===== src/rtl/snooze_countdown_pkg.sv =====
// Shared types and constants for the MM:SS down-counter.
package snooze_countdown_pkg;

  typedef enum logic [1:0] {StIdle, StRun, StPause, StExpired} state_e;

  localparam int unsigned TENS_MAX  = 5;
  localparam int unsigned UNITS_MAX = 9;
  localparam int unsigned TENS_W    = 3;
  localparam int unsigned UNITS_W   = 4;

  // Clamp a digit value to its legal maximum.
  function automatic int unsigned sat_digit(int unsigned v, int unsigned max);
    return (v > max) ? max : v;
  endfunction

endpackage


===== src/rtl/snooze_countdown_if.sv =====
// Control, load-value and status bundle of the snooze/countdown timer.
interface snooze_countdown_if;
  import snooze_countdown_pkg::*;

  logic               Tick;
  logic               LD;
  logic [TENS_W-1:0]  IN_MT;
  logic [UNITS_W-1:0] IN_MU;
  logic [TENS_W-1:0]  IN_ST;
  logic [UNITS_W-1:0] IN_SU;
  logic               Start;
  logic               Stop;
  logic               Snooze;
  logic [TENS_W-1:0]  MT;
  logic [UNITS_W-1:0] MU;
  logic [TENS_W-1:0]  ST;
  logic [UNITS_W-1:0] SU;
  logic               Running;
  logic               Expired;
  logic               Done;

  modport master (
    output Tick, LD, IN_MT, IN_MU, IN_ST, IN_SU, Start, Stop, Snooze,
    input  MT, MU, ST, SU, Running, Expired, Done
  );

  modport slave (
    input  Tick, LD, IN_MT, IN_MU, IN_ST, IN_SU, Start, Stop, Snooze,
    output MT, MU, ST, SU, Running, Expired, Done
  );

endinterface


===== src/rtl/bcd_down_digit.sv =====
// One BCD digit that counts down with borrow, loads with saturation at Max.
module bcd_down_digit #(
  parameter int unsigned Width = 4,
  parameter int unsigned Max   = 9
) (
  input  logic             clk_i,
  input  logic             clear_i,
  input  logic             load_i,
  input  logic [Width-1:0] load_val_i,
  input  logic             borrow_i,
  output logic             borrow_o,
  output logic [Width-1:0] digit_o
);

  localparam logic [Width-1:0] MaxV = Width'(Max);

  logic [Width-1:0] digit_d, digit_q;

  // Next digit: load (saturated) wins over a borrow-driven decrement.
  always_comb begin
    digit_d = digit_q;
    if (load_i) begin
      digit_d = (load_val_i > MaxV) ? MaxV : load_val_i;
    end else if (borrow_i) begin
      digit_d = (digit_q == '0) ? MaxV : digit_q - Width'(1);
    end
  end

  // Digit register with synchronous clear.
  always_ff @(posedge clk_i) begin
    if (clear_i) digit_q <= '0;
    else         digit_q <= digit_d;
  end

  // Borrow ripples onward only when this digit wraps.
  always_comb begin
    borrow_o = borrow_i && (digit_q == '0);
    digit_o  = digit_q;
  end

endmodule


===== src/rtl/snooze_countdown.sv =====
// MM:SS down-counting timer: control FSM, four borrow-chained BCD digits,
// expiry detect and the one-cycle Done pulse.
module snooze_countdown
  import snooze_countdown_pkg::*;
#(
  parameter int unsigned PRESET_MT = 0,
  parameter int unsigned PRESET_MU = 9,
  parameter int unsigned PRESET_ST = 0,
  parameter int unsigned PRESET_SU = 0
) (
  input logic              Clk,
  input logic              Clr,
  snooze_countdown_if.slave bus
);

  localparam int unsigned PresetMt = sat_digit(PRESET_MT, TENS_MAX);
  localparam int unsigned PresetMu = sat_digit(PRESET_MU, UNITS_MAX);
  localparam int unsigned PresetSt = sat_digit(PRESET_ST, TENS_MAX);
  localparam int unsigned PresetSu = sat_digit(PRESET_SU, UNITS_MAX);

  localparam logic [TENS_W-1:0]  PresetMtV = PresetMt[TENS_W-1:0];
  localparam logic [UNITS_W-1:0] PresetMuV = PresetMu[UNITS_W-1:0];
  localparam logic [TENS_W-1:0]  PresetStV = PresetSt[TENS_W-1:0];
  localparam logic [UNITS_W-1:0] PresetSuV = PresetSu[UNITS_W-1:0];

  state_e state_d, state_q;
  logic   done_d, done_q;

  logic               load, dec, start_fire, zero, at_one;
  logic [TENS_W-1:0]  ld_mt, ld_st, mt, st;
  logic [UNITS_W-1:0] ld_mu, ld_su, mu, su;
  logic               su_borrow, st_borrow, mu_borrow, mt_borrow;

  always_comb begin
    zero   = (mt == '0) && (mu == '0) && (st == '0) && (su == '0);
    at_one = (mt == '0) && (mu == '0) && (st == '0) && (su == UNITS_W'(1));
  end

  // Load source and decrement enable, honouring LD > Snooze > Stop > Start > Tick.
  always_comb begin
    load       = bus.LD || bus.Snooze;
    ld_mt      = bus.LD ? bus.IN_MT : PresetMtV;
    ld_mu      = bus.LD ? bus.IN_MU : PresetMuV;
    ld_st      = bus.LD ? bus.IN_ST : PresetStV;
    ld_su      = bus.LD ? bus.IN_SU : PresetSuV;
    start_fire = bus.Start && !zero && (state_q == StIdle || state_q == StPause);
    // Start never blocks a Tick in RUN because start_fire cannot occur there.
    dec        = bus.Tick && (state_q == StRun) && !zero &&
                 !bus.LD && !bus.Snooze && !bus.Stop;
  end

  // Next-state and Done pulse.
  always_comb begin
    state_d = state_q;
    done_d  = 1'b0;
    if (bus.LD) begin
      state_d = StIdle;
    end else if (bus.Snooze) begin
      state_d = StRun;
    end else if (bus.Stop) begin
      if (state_q == StRun)          state_d = StPause;
      else if (state_q == StExpired) state_d = StIdle;
    end else if (start_fire) begin
      state_d = StRun;
    end else if (dec && at_one) begin
      state_d = StExpired;
      done_d  = 1'b1;
    end
  end

  // State and Done registers; Clr also drops any pending Done.
  always_ff @(posedge Clk) begin
    if (Clr) begin
      state_q <= StIdle;
      done_q  <= 1'b0;
    end else begin
      state_q <= state_d;
      done_q  <= done_d;
    end
  end

  bcd_down_digit #(.Width(UNITS_W), .Max(UNITS_MAX)) u_su (
    .clk_i      (Clk),
    .clear_i    (Clr),
    .load_i     (load),
    .load_val_i (ld_su),
    .borrow_i   (dec),
    .borrow_o   (su_borrow),
    .digit_o    (su)
  );

  bcd_down_digit #(.Width(TENS_W), .Max(TENS_MAX)) u_st (
    .clk_i      (Clk),
    .clear_i    (Clr),
    .load_i     (load),
    .load_val_i (ld_st),
    .borrow_i   (su_borrow),
    .borrow_o   (st_borrow),
    .digit_o    (st)
  );

  bcd_down_digit #(.Width(UNITS_W), .Max(UNITS_MAX)) u_mu (
    .clk_i      (Clk),
    .clear_i    (Clr),
    .load_i     (load),
    .load_val_i (ld_mu),
    .borrow_i   (st_borrow),
    .borrow_o   (mu_borrow),
    .digit_o    (mu)
  );

  bcd_down_digit #(.Width(TENS_W), .Max(TENS_MAX)) u_mt (
    .clk_i      (Clk),
    .clear_i    (Clr),
    .load_i     (load),
    .load_val_i (ld_mt),
    .borrow_i   (mu_borrow),
    .borrow_o   (mt_borrow),
    .digit_o    (mt)
  );

  // Decrement is gated at 00:00, so the top digit can never underflow.
  mt_no_underflow: assert property (@(posedge Clk) disable iff (Clr) !mt_borrow);

  // Registered status outputs.
  always_comb begin
    bus.MT      = mt;
    bus.MU      = mu;
    bus.ST      = st;
    bus.SU      = su;
    bus.Running = (state_q == StRun);
    bus.Expired = (state_q == StExpired);
    bus.Done    = done_q;
  end

endmodule


===== src/flat_wrapper.sv =====
// flat-port wrapper written by rule: the top's interface ports become plain ports
module snooze_countdown_flat import snooze_countdown_pkg::*;
#(
  parameter int unsigned PRESET_MT = 0,
  parameter int unsigned PRESET_MU = 9,
  parameter int unsigned PRESET_ST = 0,
  parameter int unsigned PRESET_SU = 0
)
  (Clk, Clr, bus_Tick, bus_LD, bus_IN_MT, bus_IN_MU, bus_IN_ST, bus_IN_SU, bus_Start, bus_Stop, bus_Snooze, bus_MT, bus_MU, bus_ST, bus_SU, bus_Running, bus_Expired, bus_Done);
  snooze_countdown_if bus_i ();
  input logic Clk;
  input logic Clr;
  input wire logic [$bits(bus_i.Tick)-1:0] bus_Tick;
  input wire logic [$bits(bus_i.LD)-1:0] bus_LD;
  input wire logic [$bits(bus_i.IN_MT)-1:0] bus_IN_MT;
  input wire logic [$bits(bus_i.IN_MU)-1:0] bus_IN_MU;
  input wire logic [$bits(bus_i.IN_ST)-1:0] bus_IN_ST;
  input wire logic [$bits(bus_i.IN_SU)-1:0] bus_IN_SU;
  input wire logic [$bits(bus_i.Start)-1:0] bus_Start;
  input wire logic [$bits(bus_i.Stop)-1:0] bus_Stop;
  input wire logic [$bits(bus_i.Snooze)-1:0] bus_Snooze;
  output wire logic [$bits(bus_i.MT)-1:0] bus_MT;
  output wire logic [$bits(bus_i.MU)-1:0] bus_MU;
  output wire logic [$bits(bus_i.ST)-1:0] bus_ST;
  output wire logic [$bits(bus_i.SU)-1:0] bus_SU;
  output wire logic [$bits(bus_i.Running)-1:0] bus_Running;
  output wire logic [$bits(bus_i.Expired)-1:0] bus_Expired;
  output wire logic [$bits(bus_i.Done)-1:0] bus_Done;
  assign bus_i.Tick = bus_Tick;
  assign bus_i.LD = bus_LD;
  assign bus_i.IN_MT = bus_IN_MT;
  assign bus_i.IN_MU = bus_IN_MU;
  assign bus_i.IN_ST = bus_IN_ST;
  assign bus_i.IN_SU = bus_IN_SU;
  assign bus_i.Start = bus_Start;
  assign bus_i.Stop = bus_Stop;
  assign bus_i.Snooze = bus_Snooze;
  assign bus_MT = bus_i.MT;
  assign bus_MU = bus_i.MU;
  assign bus_ST = bus_i.ST;
  assign bus_SU = bus_i.SU;
  assign bus_Running = bus_i.Running;
  assign bus_Expired = bus_i.Expired;
  assign bus_Done = bus_i.Done;
  snooze_countdown #(.PRESET_MT(PRESET_MT), .PRESET_MU(PRESET_MU), .PRESET_ST(PRESET_ST), .PRESET_SU(PRESET_SU)) u_core (.Clk(Clk), .Clr(Clr), .bus(bus_i));
endmodule

===== config.mk =====
export PLATFORM = sky130hd
export DESIGN_NAME = snooze_countdown_flat
export DESIGN_NICKNAME = d
export VERILOG_FILES = /design/src/rtl/snooze_countdown_pkg.sv /design/src/rtl/snooze_countdown_if.sv /design/src/rtl/bcd_down_digit.sv /design/src/rtl/snooze_countdown.sv /design/src/flat_wrapper.sv
export SDC_FILE = /design/constraint.sdc
export NUM_CORES = 1
export LEC_CHECK = 0
export CORE_MARGIN = 4
export CORE_UTILIZATION = 56
export CTS_BUF_LIST = sky130_fd_sc_hd__clkbuf_2
export CTS_CLUSTER_SIZE = 10
export DETAILED_ROUTE_END_ITERATION = 8
export DONT_BUFFER_PORTS = 1
export PLACE_DENSITY = 0.71
export SKIP_LAST_GASP = 1
export SYNTH_ARGS = -nofsm -noshare
export SYNTH_HDL_FRONTEND = slang
export SYNTH_HIERARCHICAL = 1
export SYNTH_SLANG_ARGS = --single-unit

===== constraint.sdc =====
create_clock -name Clk -period 11.3 [get_ports Clk]
set_input_delay 1.695 -clock Clk [delete_from_list [all_inputs] [get_ports Clk]]
set_output_delay 1.695 -clock Clk [all_outputs]
set_load 0.05 [all_outputs]

==> out/summary.txt, run 1 <==
Number of diodes: 0
Critical Path End Type: flip-flop
Peak supply drop: 0.07579 mV
Placer Congestion: 0.8151
Post-CTS Setup Inserts: 0
Vias in the first global route: 989
Hold_buf cts: 0
Detailed Routing Iterations Pass 1: 4
Horiz. Die Dim: 52.59 µm
Routed WL: 2573 µm
Worst R2R End: u_core/u_mt/digit_o[1]
FF-to-FF path depth: 11
Final ANT Viol Nets: 0
Hold-critical path endpoint: u_core/state_q[1]
CTS Buf Count: 3
Setup Skew: 0.004515 ns
Slack of the worst reg-to-reg path: 6.76 ns
Max Used Layer: met3
Number of fill cells: 171
Status: finished, final reports clean
RSZ-0062 raised after global routing: no
Rows: 15
Origin of the worst min-delay path: u_core/state_q[1]
Starting density of the core: 0.6181
H-tree levels: 1
FF-to-FF Start: u_core/state_q[0]
Fmax: 0.2044 GHz
Die Y: 52.59 µm
Detailed Place HPWL: 1952 µm
Area growth from synthesis to layout: 4.269%
Final Cycle Share: 0.4330
WS Path Type: input pin to flip-flop
Rel. slew slack: 0.3386
GR Util All Layers: 0.2084
Global-route wire length before repair: 4388 µm
TNS Setup: 0 ns
CP Launch Type: input pin
Worst hold stages: 2
DR vias/cell: 6.170
Clock Path Buffers: 2
Final hold vios: 0
Syn_nets: 160
Resized cells post-CTS: 0
HP Class: flip-flop to flip-flop
Met3 routed WL: 267 µm
Critical Path Fanout Max: 17
Final setup vio count: 0
CTS root buffer: clkbuf_2
Largest net degree at the start of global routing: 27
Clock Sinks: 17
CP required: 11.45 ns
Final instance area: 1161 µm²
Setup crit start: bus_LD
Die ar.: 2766 µm²
Worst-skew pair later-pin latency: 0.29 ns
Met2 WL: 1234 µm
Leak: 0.3872 nW
CTS clk-pin slew, worst paths: 0.16 ns
Port bufs: 0
Met1 WL: 1071 µm
Initial antenna violation count: 0
DP Area: 1141 µm²
Synth warnings: 6
Iteration-0 DRC Markers: 19
Remaining Overflow, GRT: 0
PD cells: 107.6 nW/µm²
Post-Synthesis Cells: 137
Synthesized area per cell: 8.128 µm²
Core area: 1802 µm²
Post-DR wirelength/cell: 15.59 µm
Max-capacitance violation count: 0
Tmin final: 4.893 ns
Mapped Area: 1114 µm²
Final Max Slew Viols: 0
TritonCTS clock tree: yes
Crit path arrival time: 5.04 ns
Slew @ Worst Pin: 0.9901 ns
Layout cell share with drive strength beyond 1: 0.08571
IO Pins: 38
Via count: 1018
Layout net count: 164
# DRC: 0
==> routing by layer <==
layer | track usage | vias to the layer above
met5 | 0 | -
met4 | 0.02553 | 0
met3 | 0.08262 | 0
met2 | 0.3574 | 46
met1 | 0.2496 | 461
li1 | - | 511
==> critical path: stages <==
cell and delay (ns):
nor4b_2 0.25, nand2_1 0.09, and2b_1 0.31, or3b_1 0.40, nor3_1 0.59, and2_1 0.28, or3b_1 0.39, nor3_1 0.51
inv_1 0.12, a2111oi_2 0.29, a2111oi_2 0.10
==> metrics by stage <==
step	cells	worst slack, ns	power [mW]	hold slack [ns]	utilization
floorplan	137	6.569	0.09434	0.5081	-
detailed placement	161	6.170	0.09820	0.5516	0.6333
finish	165	6.407	0.1249	0.5813	0.6444
global route	165	6.167	0.1326	0.6335	0.6444
CTS	165	6.476	0.1261	0.5908	0.6444
global placement	161	6.298	0.09759	0.5239	0.6333
==> how the worst max path moves through the flow <==
| stage | end |
|---|---|
| detailed placement | u_core/u_mt/digit_o[1] |
| CTS | u_core/u_mt/digit_o[1] |
| finish | u_core/u_mt/digit_o[1] |
| global placement | u_core/u_mt/digit_o[1] |
| global route | u_core/u_mt/digit_o[1] |
| floorplan | u_core/u_mt/digit_o[1] |
==> where the power goes <==
part / internal, mW / switching (mW)
combinational: 0.00854 / 0.00995
clock: 0.00938 / 0.0186
sequential: 0.0631 / 0.0153
==> cells in the final DEF (no fill, tap or decap), types with 2 or more instances in the layout <==
cell type / count
xnor2_1: 2
o21ai_0: 2
ha_1: 2
a211oi_1: 3
or3_1: 2
or2b_1: 4
nor2b_1: 3
inv_1: 9
and2_1: 16
a2111oi_2: 4
nand3_1: 5
a221oi_1: 2
nor4_1: 2
or3b_1: 2
or2_1: 3
nand2b_1: 2
a31oi_1: 2
clkbuf_2: 4
nor4b_1: 2
a211o_1: 3
a311oi_1: 2
nand2_1: 8
nor3_1: 6
dfxtp_1: 17
a21oi_1: 11
nand3b_1: 2
nor2_1: 10
o31a_1: 2
==> cell type report <==
| type | count | area, µm² | area share |
|---|---|---|---|
| clock buffers | 4 | 20.02 | 0.01724 |
| flip-flops and latches | 17 | 340.3 | 0.2931 |
| well taps | 25 | 31.28 | 0.02694 |
| inverters | 9 | 33.78 | 0.02909 |
| multi-input cells | 110 | 735.7 | 0.6336 |
==> sequential cells by signal, summed over array words and instances (netlist names) <==
signal and flops:
u_core/u_mu/digit_o 4, u_core/u_su/digit_o 4, u_core/u_mt/digit_o 3, u_core/u_st/digit_o 3
u_core/state_q 2, u_core/bus.Done 1
Note: power is estimated with default switching activity, not from simulation.
==> run 2: changes to the inputs <==
--- a/config.mk
+++ b/config.mk
@@ -11,7 +11,7 @@
 export CTS_CLUSTER_SIZE = 10
 export DETAILED_ROUTE_END_ITERATION = 8
 export DONT_BUFFER_PORTS = 1
-export PLACE_DENSITY = 0.71
+export PLACE_DENSITY = 0.74
 export SKIP_LAST_GASP = 1
 export SYNTH_ARGS = -nofsm -noshare
 export SYNTH_HDL_FRONTEND = slang
==> constraint.sdc (replaced) <==
create_clock -name Clk -period 4.4 [get_ports Clk]
set_input_delay 0.66 -clock Clk [delete_from_list [all_inputs] [get_ports Clk]]
set_output_delay 0.66 -clock Clk [all_outputs]
set_load 0.05 [all_outputs]
==> run 2 against run 1 <==
Wire length decreased by 3.0%. Global-route usage down 0.76 points. Count of clock-buffer cells in the layout is 1 lower. Clock skew about the same. Cell count is 3.0% higher. Largest cell class unchanged. Largest power group unchanged. Sequential cell count is the same. Via count shrank 0.59%. Final area rose by 3.2%.
==> out/summary.txt, run 2 (synthesis results as in run 1) <==
Final ANT Viol Nets: 0 (unchanged)
HP Class: input pin to flip-flop
Global-route wire length before repair: 4126 µm (-6.0%)
Status: finished, final reports clean
PD cells: 271.7 nW/µm² (+150%)
Routed WL: 2496 µm (-3.0%)
Post-DR wirelength/cell: 14.68 µm (-5.8%)
Die Y: 52.59 µm (unchanged)
Peak supply drop: 0.1579 mV (+110%)
DR vias/cell: 5.953 (-3.5%)
Post-layout total power: 0.3257 mW (+160%)
Area of the multi-input gates: 735.7 µm² (unchanged)
Fmax: 0.2630 GHz
Slack of the worst reg-to-reg path: 0.60 ns (-6.16 ns)
Final hold vios: 0 (unchanged)
CP max stage cell: dfxtp_1
Area growth from synthesis to layout: 7.640%
CP required: 4.55 ns (-6.90 ns)
TNS Setup: 0 ns (unchanged)
Reg area: 340.3 µm² (unchanged)
Crit path arrival time: 3.96 ns (-1.08 ns)
Most frequent cells in the layout: dfxtp_1, and2_1, a21oi_1
# DRC: 0 (unchanged)
Critical Path End Type: flip-flop
Slew @ Worst Pin: 0.9161 ns (-0.07399 ns)
Rows: 15 (unchanged)
Iteration-0 DRC Markers: 40 (+21)
Via count: 1012 (-0.59%)
Remaining Overflow, GRT: 0 (unchanged)
Hold_buf cts: 0 (unchanged)
IO Pins: 38 (unchanged)
Number of diodes: 0 (unchanged)
Post-CTS Setup Inserts: 0 (unchanged)
Worst-skew pair later-pin latency: 0.30 ns (about the same)
Rel. slew slack: 0.3893 (+0.05069)
Layout net count: 169 (+3.0%)
Detailed Routing Iterations Pass 1: 4 (unchanged)
CP Launch Type: flip-flop
Final Max Slew Viols: 0 (unchanged)
H-tree levels: 1 (unchanged)
Resized cells post-CTS: 0 (unchanged)
Largest net degree at the start of global routing: 27 (unchanged)
Port bufs: 0 (unchanged)
Detailed Place HPWL: 1953 µm (about the same)
Crit path top cell by count: nor3_1
Cell breakdown of the critical path: nor3_1 -> nand4_1 -> and2b_1 -> or3b_1 -> nor3_1 -> buf_4 -> and2_1 -> or3b_1 -> nor3_1 -> inv_1 -> a2111oi_2 -> a2111oi_2
Final setup vio count: 0 (unchanged)
Clock Path Buffers: 2 (unchanged)
Vias in the first global route: 959 (-3.0%)
Largest delay share family, worst path: simple AND/OR/NAND/NOR gates
Initial antenna violation count: 0 (unchanged)
Horiz. Die Dim: 52.59 µm (unchanged)
Crit path buf inv count: 2 (+1)
Clock Sinks: 17 (unchanged)
Final Cycle Share: 0.8642
CTS clk-pin slew, worst paths: 0.18 ns (+0.02 ns)
Number of fill cells: 172 (+0.58%)
Critical Path Fanout Max: 8 (-9)
TritonCTS clock tree: yes
Max-capacitance violation count: 0 (unchanged)
WS Path Type: flip-flop to flip-flop
Tmin final: 3.802 ns
CTS root buffer: clkbuf_2
Starting density of the core: 0.6181 (unchanged)
Layout cell share with drive strength beyond 1: 0.1172 (+0.03153)
Commonest non-fill, non-tap cell in the layout: dfxtp_1
Die ar.: 2766 µm² (unchanged)
Placer Congestion: 0.8232 (+0.99%)
Core area: 1802 µm² (unchanged)
GR Util All Layers: 0.2008 (-0.007578)
Max stage delay on crit path: 0.78 ns (+0.19 ns)
Setup Skew: 0.004162 ns (-0.0003522 ns)
Leak: 0.4135 nW (+6.8%)
RSZ-0062 raised after global routing: no
CTS Buf Count: 3 (unchanged)
[run 2: cell types whose count changed in the layout (fill, tap and decap cells not counted), sizes merged]
| cell | delta |
|---|---|
| clkinv | +1 |
| buf | +5 |
| clkbuf | -1 |
[run 2: metal layers]
layer	global-route usage	vias up	part of all wire
met2	0.3492	34	0.46
met5	0	-	0
li1	-	520	-
met3	0.05413	2	0.079
met1	0.2309	456	0.45
met4	0.07660	0	0.0068
[run 2: cell type report]
cell class / instances / share of cell area
Multi-Input combinational cell: 110 / 0.6138
Clock buffer: 3 / 0.01253
Clock inverter: 1 / 0.004175
Tap cell: 25 / 0.02610
Sequential cell: 17 / 0.2839
Timing Repair Buffer: 5 / 0.03132
Inverter: 9 / 0.02818
[run 2: path summary, 6_finish.rpt]
| check | depth (start not counted) | endpoint | start |
|---|---|---|---|
| worst max-delay path | 12 | u_core/u_mt/digit_o[1] | u_core/u_mu/digit_o[0] |
| worst min-delay path | 1 | u_core/u_su/digit_o[2] | Clr |
| worst max register to register | 12 | u_core/u_mt/digit_o[1] | u_core/u_mu/digit_o[0] |
| worst min register to register | 2 | u_core/state_q[1] | u_core/state_q[1] |
[run 2: report_power, final]
part	switching (mW)	internal, mW
Sequential	0.0318	0.162
Combinational	0.0338	0.0246
Clock	0.0526	0.0206
Total	0.118	0.207
[run 2: per-stage QoR]
stage	instances	setup WS, ns	hold slack, ns	cell area, µm²	util
floorplan	137	0.4469	0.5081	1114	-
global placement	166	0.8066	0.5256	1179	0.6542
detailed placement	166	0.6288	0.5488	1179	0.6542
CTS	170	0.6069	0.3901	1199	0.6653
global route	170	0.2556	0.3860	1199	0.6653
finish	170	0.5976	0.3990	1199	0.6653
==> run 3: changes to the inputs <==
--- a/config.mk
+++ b/config.mk
@@ -5,13 +5,13 @@
 export SDC_FILE = /design/constraint.sdc
 export NUM_CORES = 1
 export LEC_CHECK = 0
-export CORE_MARGIN = 4
+export CORE_MARGIN = 5
 export CORE_UTILIZATION = 56
 export CTS_BUF_LIST = sky130_fd_sc_hd__clkbuf_2
 export CTS_CLUSTER_SIZE = 10
 export DETAILED_ROUTE_END_ITERATION = 8
 export DONT_BUFFER_PORTS = 1
-export PLACE_DENSITY = 0.74
+export PLACE_DENSITY = 0.71
 export SKIP_LAST_GASP = 1
 export SYNTH_ARGS = -nofsm -noshare
 export SYNTH_HDL_FRONTEND = slang
==> constraint.sdc (replaced) <==
create_clock -name Clk -period 4.8 [get_ports Clk]
set_input_delay 0.72 -clock Clk [delete_from_list [all_inputs] [get_ports Clk]]
set_output_delay 0.72 -clock Clk [all_outputs]
set_load 0.05 [all_outputs]
==> run 3 against run 2 <==
Wire length shrank 0.72%. Largest power group unchanged. Combinational power shrank 24%. Critical endpoint unchanged. Clock power shrank 9.0%. Critical path depth is the same. Worst setup slack gained 0.37 ns. Total power shrank 9.3%.
==> out/summary.txt, run 3 (synthesis results as in run 1) <==
Hold_buf cts: 0 (unchanged)
GRT Max-Usage Layer: met2
DP Area: 1159 µm² (-1.7%)
Critical Path Fanout Max: 8 (unchanged)
DR vias/cell: 5.893 (-1.0%)
CP required: 4.94 ns (+0.39 ns)
Clk pwr share: 0.226 (about the same)
Final Max Slew Viols: 0 (unchanged)
Max-capacitance violation count: 0 (unchanged)
Post-CTS Setup Inserts: 0 (unchanged)
Fin util: 0.6133 (-0.05200)
IO Pins: 38 (unchanged)
Layout net count: 166 (-1.8%)
Final setup vio count: 0 (unchanged)
Placer Congestion: 0.8099 (-1.6%)
Detailed Routing Iterations Pass 1: 4 (unchanged)
CTS Buf Count: 3 (unchanged)
Grt met2 use: 0.3031 (-0.04602)
Commonest non-fill, non-tap cell in the layout: dfxtp_1
Detailed Place HPWL: 1885 µm (-3.5%)
Layout cell share with drive strength beyond 1: 0.09859 (-0.01865)
WS Path Type: flip-flop to flip-flop
Final Cycle Share: 0.7976 (-0.06659)
HP Class: input pin to flip-flop
Logic gate share of total power: 0.150 (-0.030)
Rel. slew slack: 0.3712 (-0.01810)
Rows: 16 (+1)
Tmin final: 3.828 ns (+0.02603 ns)
Largest net degree at the start of global routing: 27 (unchanged)
Sw frac: 0.3521 (-0.01105)
Initial antenna violation count: 0 (unchanged)
Remaining Overflow, GRT: 0 (unchanged)
Slack of the worst reg-to-reg path: 0.97 ns (+0.37 ns)
Slew @ Worst Pin: 0.9433 ns (+0.02714 ns)
Routed WL: 2478 µm (-0.72%)
Final hold vios: 0 (unchanged)
Switch Pwr: 0.1040 mW (-12%)
Via count: 996 (-1.6%)
Resized cells post-CTS: 0 (unchanged)
Most frequent cells in the layout: dfxtp_1, and2_1, a21oi_1
Reg power frac: 0.625 (+0.029)
Internal power: 0.1913 mW (-7.8%)
Critical Path End Type: flip-flop
Peak supply drop: 0.1371 mV (-13%)
Met3 usage in global routing: 0.04087 (-0.01326)
CTS clk-pin slew, worst paths: 0.17 ns (about the same)
TNS Setup: 0 ns (unchanged)
Final ANT Viol Nets: 0 (unchanged)
Iteration-0 DRC Markers: 15 (-63%)
Global-route wire length before repair: 4105 µm (-0.51%)
H-tree levels: 1 (unchanged)
PD cells: 250.5 nW/µm² (-7.8%)
Worst-skew pair later-pin latency: 0.29 ns (about the same)
Core area: 1922 µm² (+6.7%)
Starting density of the core: 0.5794 (-0.03863)
TritonCTS clock tree: yes
Vias in the first global route: 989 (+3.1%)
Fmax: 0.2612 GHz (-0.68%)
GR Util All Layers: 0.1850 (-0.01583)
# DRC: 0 (unchanged)
Status: finished, final reports clean
CTS root buffer: clkbuf_2
Setup Skew: 0.009830 ns (+0.005667 ns)
Horiz. Die Dim: 54.59 µm (+3.8%)
Leak: 0.3980 nW (-3.8%)
Clock Path Buffers: 2 (unchanged)
Die Y: 54.59 µm (+3.8%)
Post-DR wirelength/cell: 14.66 µm (-0.13%)
Worst hold stages: 1 (unchanged)
Die ar.: 2980 µm² (+7.8%)
Clock Sinks: 17 (unchanged)
Met1 Resource Use GR: 0.2365 (+0.005550)
CP Launch Type: flip-flop
Final instance area: 1179 µm² (-1.7%)
Number of diodes: 0 (unchanged)
Port bufs: 0 (unchanged)
Area growth from synthesis to layout: 5.843%
RSZ-0062 raised after global routing: no
Crit path arrival time: 3.97 ns (about the same)
FF-to-FF path depth: 12 (unchanged)
-- run 3: per-stage QoR --
step	power [mW]	setup WS [ns]	cells	hold slack (ns)
final	0.2953	0.9715	169	0.4650
after global routing	0.3164	0.6181	169	0.4138
after CTS	0.2998	0.9660	169	0.4423
after detailed placement	0.2315	0.9623	165	0.5482
after global placement	0.2309	1.142	165	0.5226
after floorplan	0.2221	0.8469	137	0.5081
-- run 3: layout make-up --
type | count | area [µm²]
fill | 191 | 743.2
timing repair buffer | 2 | 15.01
clock buffer | 4 | 20.02
inverter | 9 | 33.78
sequential | 17 | 340.3
tap | 27 | 33.78
multi-input combinational | 110 | 735.7
-- run 3: metal layers --
metal  wire length (µm)  vias up  part of all wire
li1                   -      511                 -
met1               1129      446              0.46
met2               1123       37              0.45
met3                218        2             0.088
met4                  7        0            0.0028
met5                  0        -                 0
-- run 3: worst max-delay path, cell delays in order, from the launching register on --
cell and delay [ns]:
dfxtp_1 0.78, nor3_1 0.17, nand4_1 0.19, and2b_1 0.21, or3b_1 0.40, nor3_1 0.15, buf_4 0.17, and2_1 0.18
or3b_1 0.40, nor3_1 0.55, inv_1 0.12, a2111oi_2 0.28, a2111oi_2 0.09
-- run 3: worst paths after layout --
kind	to	start
hold reg to reg	u_core/state_q[1]	u_core/state_q[1]
hold / removal	u_core/u_su/digit_o[1]	Clr
setup reg to reg	u_core/u_mt/digit_o[1]	u_core/u_mu/digit_o[0]
setup / recovery	u_core/u_mt/digit_o[1]	u_core/u_mu/digit_o[0]
-- run 3: power groups by stage --
stage	Clock (mW)	Sequential, mW	Combinational (mW)
2_1_floorplan	0	0.184	0.0378
3_3_place_gp	0	0.187	0.0434
3_5_place_dp	0	0.188	0.0438
4_1_cts	0.0711	0.185	0.0441
5_1_grt	0.0796	0.186	0.0505
6_report	0.0667	0.184	0.0442
